File: src/rtl/sap_cpu_param.sv
// sap_cpu_param: parametrised SAP-style accumulator CPU with a program-load port.
// Microsteps advance on a divided tick enable; every register loads from the shared bus.
module sap_cpu_param #(
  parameter int DATA_W  = 8,
  parameter int ADDR_W  = 4,
  parameter int CLK_DIV = 1
) (
  input  logic              clk,
  input  logic              reset,
  input  logic              run,
  input  logic              prog_we,
  input  logic [ADDR_W-1:0] prog_addr,
  input  logic [DATA_W-1:0] prog_data,
  output logic [DATA_W-1:0] out_data,
  output logic              out_valid,
  output logic [DATA_W-1:0] bus_viewer,
  output logic [ADDR_W-1:0] pc_dbg,
  output logic              flag_c,
  output logic              flag_z,
  output logic              halted
);

  typedef enum logic [2:0] {T0, T1, T2, T3, T4} step_t;

  typedef enum logic [3:0] {
    OP_NOP = 4'h0, OP_LDA = 4'h1, OP_ADD = 4'h2, OP_OUT = 4'h3,
    OP_JMP = 4'h4, OP_STA = 4'h5, OP_SUB = 4'h6, OP_LDI = 4'h7,
    OP_JC  = 4'h8, OP_JZ  = 4'h9, OP_HLT = 4'hF
  } opcode_t;

  localparam int DIV_W = (CLK_DIV > 1) ? $clog2(CLK_DIV) : 1;
  localparam logic [DIV_W-1:0] DIV_LAST = DIV_W'(CLK_DIV - 1);

  step_t             step;
  logic [DIV_W-1:0]  div_cnt;
  logic              tick;
  logic              exec;
  logic [ADDR_W-1:0] pc;
  logic [ADDR_W-1:0] mar;
  logic [DATA_W-1:0] ir;
  logic [DATA_W-1:0] a;
  logic [DATA_W-1:0] b;
  logic [3:0]        op;
  logic [DATA_W-1:0] operand;
  logic [DATA_W-1:0] ram_rd;
  logic [DATA_W:0]   alu_full;
  logic              alu_c;
  logic [DATA_W-1:0] bus;
  logic              src_pc, src_ram, src_opd, src_a, src_alu;
  logic              mem_we;
  logic [ADDR_W-1:0] mem_wa;
  logic [DATA_W-1:0] mem_wd;
  logic [DATA_W-1:0] mem [2**ADDR_W];

  assign tick   = (div_cnt == DIV_LAST);
  assign exec   = tick && run && !halted;
  assign op     = ir[DATA_W-1 -: 4];
  assign ram_rd = mem[mar];
  assign pc_dbg = pc;

  always_comb begin
    operand = DATA_W'(ir[ADDR_W-1:0]);
    if (op == OP_LDI) operand = DATA_W'(ir[DATA_W-5:0]);
  end

  // SUB carry is the inverted borrow out of the extended subtraction, i.e. A >= B.
  always_comb begin
    if (op == OP_SUB) begin
      alu_full = {1'b0, a} - {1'b0, b};
      alu_c    = ~alu_full[DATA_W];
    end else begin
      alu_full = {1'b0, a} + {1'b0, b};
      alu_c    = alu_full[DATA_W];
    end
  end

  always_comb begin
    src_pc  = 1'b0;
    src_ram = 1'b0;
    src_opd = 1'b0;
    src_a   = 1'b0;
    src_alu = 1'b0;
    case (step)
      T0: src_pc = 1'b1;
      T1: src_ram = 1'b1;
      T2: begin
        case (op)
          OP_LDA, OP_ADD, OP_SUB, OP_STA,
          OP_JMP, OP_JC, OP_JZ, OP_LDI: src_opd = 1'b1;
          OP_OUT:                       src_a   = 1'b1;
          default: ;
        endcase
      end
      T3: begin
        if (op == OP_STA) src_a = 1'b1;
        else              src_ram = 1'b1;
      end
      T4: src_alu = 1'b1;
      default: ;
    endcase
  end

  always_comb begin
    if (src_pc)       bus = DATA_W'(pc);
    else if (src_ram) bus = ram_rd;
    else if (src_opd) bus = operand;
    else if (src_a)   bus = a;
    else if (src_alu) bus = alu_full[DATA_W-1:0];
    else              bus = '0;
  end

  // Loader and STA never collide: the loader is only open while the core cannot step.
  always_comb begin
    mem_we = 1'b0;
    mem_wa = mar;
    mem_wd = bus;
    if (prog_we && (!run || halted)) begin
      mem_we = 1'b1;
      mem_wa = prog_addr;
      mem_wd = prog_data;
    end else if (exec && !reset && step == T3 && op == OP_STA) begin
      mem_we = 1'b1;
    end
  end

  always_ff @(posedge clk) begin
    if (mem_we) mem[mem_wa] <= mem_wd;
  end

  always_ff @(posedge clk) begin
    if (reset) begin
      step       <= T0;
      div_cnt    <= '0;
      pc         <= '0;
      mar        <= '0;
      ir         <= '0;
      a          <= '0;
      b          <= '0;
      out_data   <= '0;
      out_valid  <= 1'b0;
      flag_c     <= 1'b0;
      flag_z     <= 1'b0;
      halted     <= 1'b0;
      bus_viewer <= '0;
    end else begin
      bus_viewer <= bus;
      out_valid  <= 1'b0;
      div_cnt    <= tick ? '0 : div_cnt + 1'b1;
      if (exec) begin
        case (step)
          T0: begin
            mar  <= bus[ADDR_W-1:0];
            step <= T1;
          end
          T1: begin
            ir   <= bus;
            pc   <= pc + 1'b1;
            step <= T2;
          end
          T2: begin
            step <= T0;
            case (op)
              OP_LDA, OP_ADD, OP_SUB, OP_STA: begin
                mar  <= bus[ADDR_W-1:0];
                step <= T3;
              end
              OP_OUT: begin
                out_data  <= bus;
                out_valid <= 1'b1;
              end
              OP_JMP: pc <= bus[ADDR_W-1:0];
              OP_LDI: a <= bus;
              OP_JC:  if (flag_c) pc <= bus[ADDR_W-1:0];
              OP_JZ:  if (flag_z) pc <= bus[ADDR_W-1:0];
              OP_HLT: halted <= 1'b1;
              default: ;
            endcase
          end
          T3: begin
            step <= T0;
            case (op)
              OP_LDA: a <= bus;
              OP_ADD, OP_SUB: begin
                b    <= bus;
                step <= T4;
              end
              default: ;
            endcase
          end
          T4: begin
            a      <= bus;
            flag_c <= alu_c;
            flag_z <= (bus == '0);
            step   <= T0;
          end
          default: step <= T0;
        endcase
      end
    end
  end

endmodule

File: config.mk
export PLATFORM = sky130hd
export DESIGN_NAME = sap_cpu_param
export DESIGN_NICKNAME = d
export VERILOG_FILES = /design/src/rtl/sap_cpu_param.sv
export SDC_FILE = /design/constraint.sdc
export NUM_CORES = 1
export LEC_CHECK = 0
export ABC_AREA = 1
export ABC_CLOCK_PERIOD_IN_PS = 2900
export BUFFER_PORTS_ARGS = -buffer_cell sky130_fd_sc_hd__buf_4
export CORE_ASPECT_RATIO = 0.7
export CORE_UTILIZATION = 40
export DETAILED_ROUTE_END_ITERATION = 12
export HOLD_SLACK_MARGIN = 0.05
export PLACE_DENSITY = 0.6
export SETUP_SLACK_MARGIN = 0.5
export SLEW_MARGIN = 25
export SYNTH_ARGS = -nofsm -noshare
export SYNTH_HDL_FRONTEND = slang
export SYNTH_SLANG_ARGS = --single-unit
File: constraint.sdc
create_clock -name clk -period 2.9 [get_ports clk]
set_input_delay 0.87 -clock clk [delete_from_list [all_inputs] [get_ports clk]]
set_output_delay 0.87 -clock clk [all_outputs]
set_load 0.01 [all_outputs]
After elaboration in Yosys (flattened, before gate mapping) --
Memories as Yosys holds them, arrays and structs flattened. A register that Yosys moved wholly into a read port is not among the register bits. Index checks and enable logic that the tools add are counted.
Storage, ports and cells: bits in registers 56, RAM bits 128, bits of input ports 16, output and inout port bits 24, word-level logic and storage cells 106, memories 1
Memory list:
- mem | depth 16, bits a word 8, rd ports 1, clocked after Yosys merged registers in 1, wr ports 1, RTL line 53 | logic [DATA_W-1:0] mem [2**ADDR_W];
Operators by class: add/sub/neg operators 4, equality and inequality tests 20, muxes and demuxes 36, bitwise operators 4, reductions and logical operators 28
Operator list (count):
- 8-bit two-way mux | 9
- 4-bit two-way mux | 6
- 8-bit case mux with 3 select lines | 1
- 4-bit by 3-bit == test with 1-bit output, second input constant | 4
- 4-bit case mux with 2 select lines | 2
- 4-bit == test, second input constant | 3
- 1-bit two-way mux | 12
- 3-bit case mux with 4 select lines | 1
- 4-bit case mux with 3 select lines | 1
- 3-bit AND reduction | 4
- 8-bit by 8-bit adder with 9-bit output | 1
- 8-bit by 8-bit subtractor with 9-bit output | 1
- 4-bit by 2-bit == test with 1-bit output, second input constant | 2
- 8-bit logical NOT | 1
- 8-bit OR reduction | 1
- 3-bit by 2-bit == test with 1-bit output, second input constant | 2
- 1-bit logical AND | 6
- 3-bit inequality test, second input constant | 2
- 5-bit AND reduction | 1
- 4-bit by 1-bit adder with 4-bit output, second input constant | 1
- 4-bit by 1-bit == test with 1-bit output, second input constant | 1
- 2-bit by 1-bit inequality test with 1-bit output, second input constant | 2
- 4-bit by 2-bit inequality test with 1-bit output, second input constant | 1
- 1-bit NOT | 4
- other kinds (17) | 23

Logic depth before layout (Yosys ltp) --
depth after elaboration 11, gate-level depth with buffers 17, gate-level depth less buffers 17

Worst setup path before layout --
Ideal clock, no wire load.
kind input port to flip-flop, start input run, end memory mem[0][0] (enable), library setup time 0.370 ns, data arrival time 2.337 ns, required time 2.530 ns, path slack 0.193 ns, stages on the path 6, buffers on the path 0, cell sequence nand2_1 nor2_1 inv_1 o31ai_1 nand3_1 nor2_1
On the way: cells in the longest elaborated chain, start to end 9, elaborated cells on any way between the ends 13, those cells by class mux: 5; reduce/logical: 8
RTL lines:
- start: declaration | RTL line 10 | input logic run,
- 1-bit logical AND (2 in a row) | RTL line 56 | assign exec = tick && run && !halted;
- 1-bit logical AND (3 in a row) | RTL line 121 | end else if (exec && !reset && step == T3 && op == OP_STA) begin
- 1-bit two-way mux | RTL line 121
- 1-bit two-way mux | RTL line 117 | if (prog_we && (!run || halted)) begin
- 1-bit two-way mux | RTL line 127 | if (mem_we) mem[mem_wa] <= mem_wd;
- 1-bit two-way mux (implied by the code) | RTL line 127
- end: declaration | RTL line 53
Several ways; a longest one is shown, not always the timed one.

Final worst setup path --
start register ir[5], end memory mem[2][3] (enable)
On the way: cells in the longest elaborated chain, start to end 6
RTL lines:
- start: declaration | RTL line 40 | logic [DATA_W-1:0] ir;
- start signal: assignment | RTL line 156 | ir <= bus;
- 4-bit by 3-bit == test with 1-bit output | RTL line 121
- 1-bit logical AND | RTL line 121
- 1-bit two-way mux | RTL line 121
- 1-bit two-way mux | RTL line 117
- 1-bit two-way mux | RTL line 127
- 1-bit two-way mux (implied by the code) | RTL line 127
No other way between the ends.

==> flow_summary_export.csv <==
group,metric,value,unit
pwr,switching_power,1.48,mW
setup_path,path_class,"reg2reg",
logic_synthesis,synth_top_area_share,44.3,%
logic_synthesis,yosysTopAreaCell,"edfxtp_1",
layout,fin_nets,1069,
setup_path,path_delay_family,"simple AND/OR/NAND/NOR gates",
routing,via_per_inst,5.31,
routing,drc,0,
pwr,p_sw_share,24.6,%
floorplanning,die_h,125,µm
floorplanning,io_pins,40,
global_route,grt_pass1_wl,37.5,mm
hold_path,hp-class,"reg2reg",
layout,final_layout_size_suffix_gt1_share,16.8,%
hold_path,worstHoldEndpoint,"halted",
timing,finalCritPeriodShare,81.1,%
logic_synthesis,yosysSeqAreaShare,58.2,%
logic_synthesis,netlist_instances,972,
setup_path,cp-end-kind,"register",
routing,drt_iter0_drc,980,
pwr,power_density,580,nW/µm²
timing,drv_slew,0,
pwr,p_int,4.56,mW
floorplanning,core_area,21000,µm²
global_route,grt_usage,22.8,%
floorplanning,die-area,22300,µm²
pwr,pwr-share-comb,10.3,%
logic_synthesis,syn_area_per_cell,8.92,µm²
hold_path,min-delay-start,"halted",
timing,final.setup.worst_slack,0.548,ns
run_status,status,"complete, no violations",
pwr,irDropWorstVdd,469,µV
clocking,cts_max_path_buffers,2,
clocking,cts.clk_slew.worst_paths,0.07,ns
run,maxCapViolations,0,
floorplanning,std_cell_rows,44,
clocking,cts_buffers,17,
logic_synthesis,netlist_top_cells_area,"edfxtp_1 (44%), dfxtp_1 (14%), nand2_1 (11%)",
timing,skew,0.0109,ns
timing,setup_viol,0,
logic_synthesis,syn_nets,1008,
floorplanning,start_util,41.4,%
setup_path,critical_path.max_stage_delay,0.37,ns
routing,vias,7025,
clocking,h-tree-depth,4,
layout,area_delta_synth_final,20.1,%
clocking,root_buffer,"clkbuf_16",
clocking,clkLatencyLatePin,0.43,ns
setup_path,worstPathCellList,"inv_1 > nand2_1 > nor2_1 > nand2_1 > o31ai_4 > nand3_2 > nor2_4",
placed_design,pre_cts_ws,0.181,ns
routing,dr.pass1.iters,5,
global_route,grt_overflow,0,
placed_design,place.gp.congestion,0.916,
clocking,postCtsHoldBufs,0,
setup_path,cp.arrival,2.46,ns
timing,fin_setup_tns,0,ns
routing,wl_per_cell,19.0,µm
setup_path,worstPathRequired,3.01,ns
timing,fin_crit,2.35,ns
logic_synthesis,yosys_register_bits,188,
placed_design,dpl.hpwl,16.8,mm
timing,hold_viol,0,
hold_path,holdPathStages,2,
pwr,sequentialPowerShare,48.8,%
setup_path,startpoint_type,"register",
logic_synthesis,ys_warn_count,0,
timing,rsz0062_at_grt,"yes",
clocking,cts_tree,"built",
logic_synthesis,syn_area,8670,µm²
pwr,power.share.clock,40.8,%
timing,relSlewSlack,58.8,%
pwr,power,6.04,mW
timing,fin_hold_ws,0.474,ns
pwr,power.leakage,4.36,nW
setup_path,crit_slowest_cell,"dfxtp_1",
clocking,cts_sinks,188,
setup_path,r2r-end,"mem[2][3]",
layout,antenna_cells,0,
floorplanning,die_x,178,µm
setup_path,critPathBufInv,1,
setup_path,crit_fanout,8,
timing,tightest_slew,0.617,ns
logic_synthesis,synthDistinctLibCells,35,
setup_path,reg2reg_from,"ir[5]",
placed_design,port_buffers,39,
global_route,grt_pass1_vias,6274,
global_route,antenna_found_initial,0,
routing,routed_wl,25.1,mm
global_route,grt_max_degree,70,
setup_path,cp_common_cell,"nand2_1",
routing,ant_nets,0,
setup_path,rr_worst_depth,7,
setup_path,reg2reg_slack,0.55,ns
timing,clock.fmax,0.425,GHz
[how the worst max path moves through the flow]
| stage | from | end | slack (ns) | cells after the start |
|---|---|---|---|---|
| after floorplan | run | mem[11][0] | 0.47 | 6 |
| after global placement | run | mem[13][6] | 0.18 | 9 |
| after detailed placement | run | mem[13][6] | 0.18 | 9 |
| after CTS | a[0] | mem[6][6] | 0.52 | 10 |
| after global routing | b[0] | mem[6][6] | 0.45 | 15 |
| final | ir[5] | mem[2][3] | 0.55 | 7 |
[through the flow]
| step | std cells | cell area [µm²] | util, % |
|---|---|---|---|
| 2_1_floorplan | 972 | 8830 | - |
| 3_3_place_gp | 1278 | 9490 | 45.3 |
| 3_5_place_dp | 1278 | 9490 | 45.3 |
| 4_1_cts | 1314 | 10200 | 48.7 |
| 5_1_grt | 1322 | 10400 | 49.7 |
| 6_report | 1322 | 10400 | 49.7 |
[repair_timing]
item	in CTS	in global routing
setup endpoints to repair	90	140
setup buffers	3	7
hold endpoints to repair	0	0
gates resized for setup	15	34
pin swaps	3	9
gates cloned	1	1
[layer usage]
| metal | track usage [%] | routed length [µm] | vias up |
|---|---|---|---|
| li1 | - | - | 3364 |
| met1 | 38.4 | 12800 | 3304 |
| met2 | 28.3 | 9470 | 341 |
| met3 | 5.57 | 2610 | 16 |
| met4 | 4.63 | 203 | 0 |
| met5 | 0 | 0 | - |
[Yosys cell counts]
cell and instances:
or2_2 2, xor2_1 1, o21ai_1 3, nand2_1 254, o211ai_1 6, and3_1 1
nor2_2 1, nand3_1 117, nor2_4 2, o21ai_0 69, nand3b_1 1, clkbuf_1 11
buf_6 3, a21oi_1 58, clkinv_1 2, nor3_1 3, buf_4 4, conb_1 1
dfxtp_1 60, buf_2 20, o31ai_1 1, inv_1 97, fa_1 2, edfxtp_1 128
inv_2 4, xnor2_1 1, nand2_2 3, nand3_4 1, nand2_4 1, nor2_1 89
ha_1 18, a21oi_2 2, a21o_1 1, a31oi_1 1, nand4_1 4
[cells by family after synthesis]
| group | after synthesis | synth area share (%) |
|---|---|---|
| AOI/OAI and AO/OA | 141 | 8.47 |
| and+or+nand+nor | 479 | 23.2 |
| adders and majority gates | 20 | 3.06 |
| buffers and inverters | 141 | 6.82 |
| DFF | 188 | 58.2 |
| xor gates and xnor gates | 2 | 0.202 |
| other | 1 | 0.0432 |
[power groups by stage]
stage	logic [mW]	registers [mW]	clock network, mW
final	0.625	2.95	2.47
after floorplan	0.338	3.00	0
after global placement	0.565	3.01	0
after global routing	0.671	2.95	2.60
after CTS	0.590	2.95	2.48
after detailed placement	0.566	3.01	0
[state kept, by name (all words and copies together), names as in the netlist, 3 cells and up, named ones only]
| signal | count |
|---|---|
| a | 8 |
| b | 8 |
| out_data | 8 |
| bus_viewer | 8 |
| mar | 4 |
| pc_dbg | 4 |
| ir | 8 |
| step | 3 |
| mem | 128 |
[worst reg2reg max path: stages (launching register included)]
cell and delay (ns):
dfxtp_1 0.37, inv_1 0.13, nand2_1 0.10, nor2_1 0.25, nand2_1 0.19, o31ai_4 0.33, nand3_2 0.31, nor2_4 0.34
[cells in the final DEF, fill, tap and decap left out, types with 5 or more instances in the layout]
cell         n
nand2_1    246
edfxtp_1   128
nand3_1    111
inv_1       94
buf_4       73
nor2_1      70
o21ai_0     62
a21oi_1     58
dfxtp_1     56
clkbuf_16   20
nor2_4      19
ha_1        13
o21ai_1      9
nand2_2      8
o211ai_1     6
nand3_2      5
inv_2        5
[cell type report]
| type | instances | area (µm²) |
|---|---|---|
| fill | 1945 | 10600 |
| sequential | 188 | 5050 |
| multi-input combinational | 643 | 3330 |
| timing repair buffer | 80 | 662 |
| clock buffer | 23 | 520 |
| inverter | 103 | 397 |
| tap | 276 | 345 |
| clock inverter | 9 | 104 |
(Power assumes the default switching activity.)
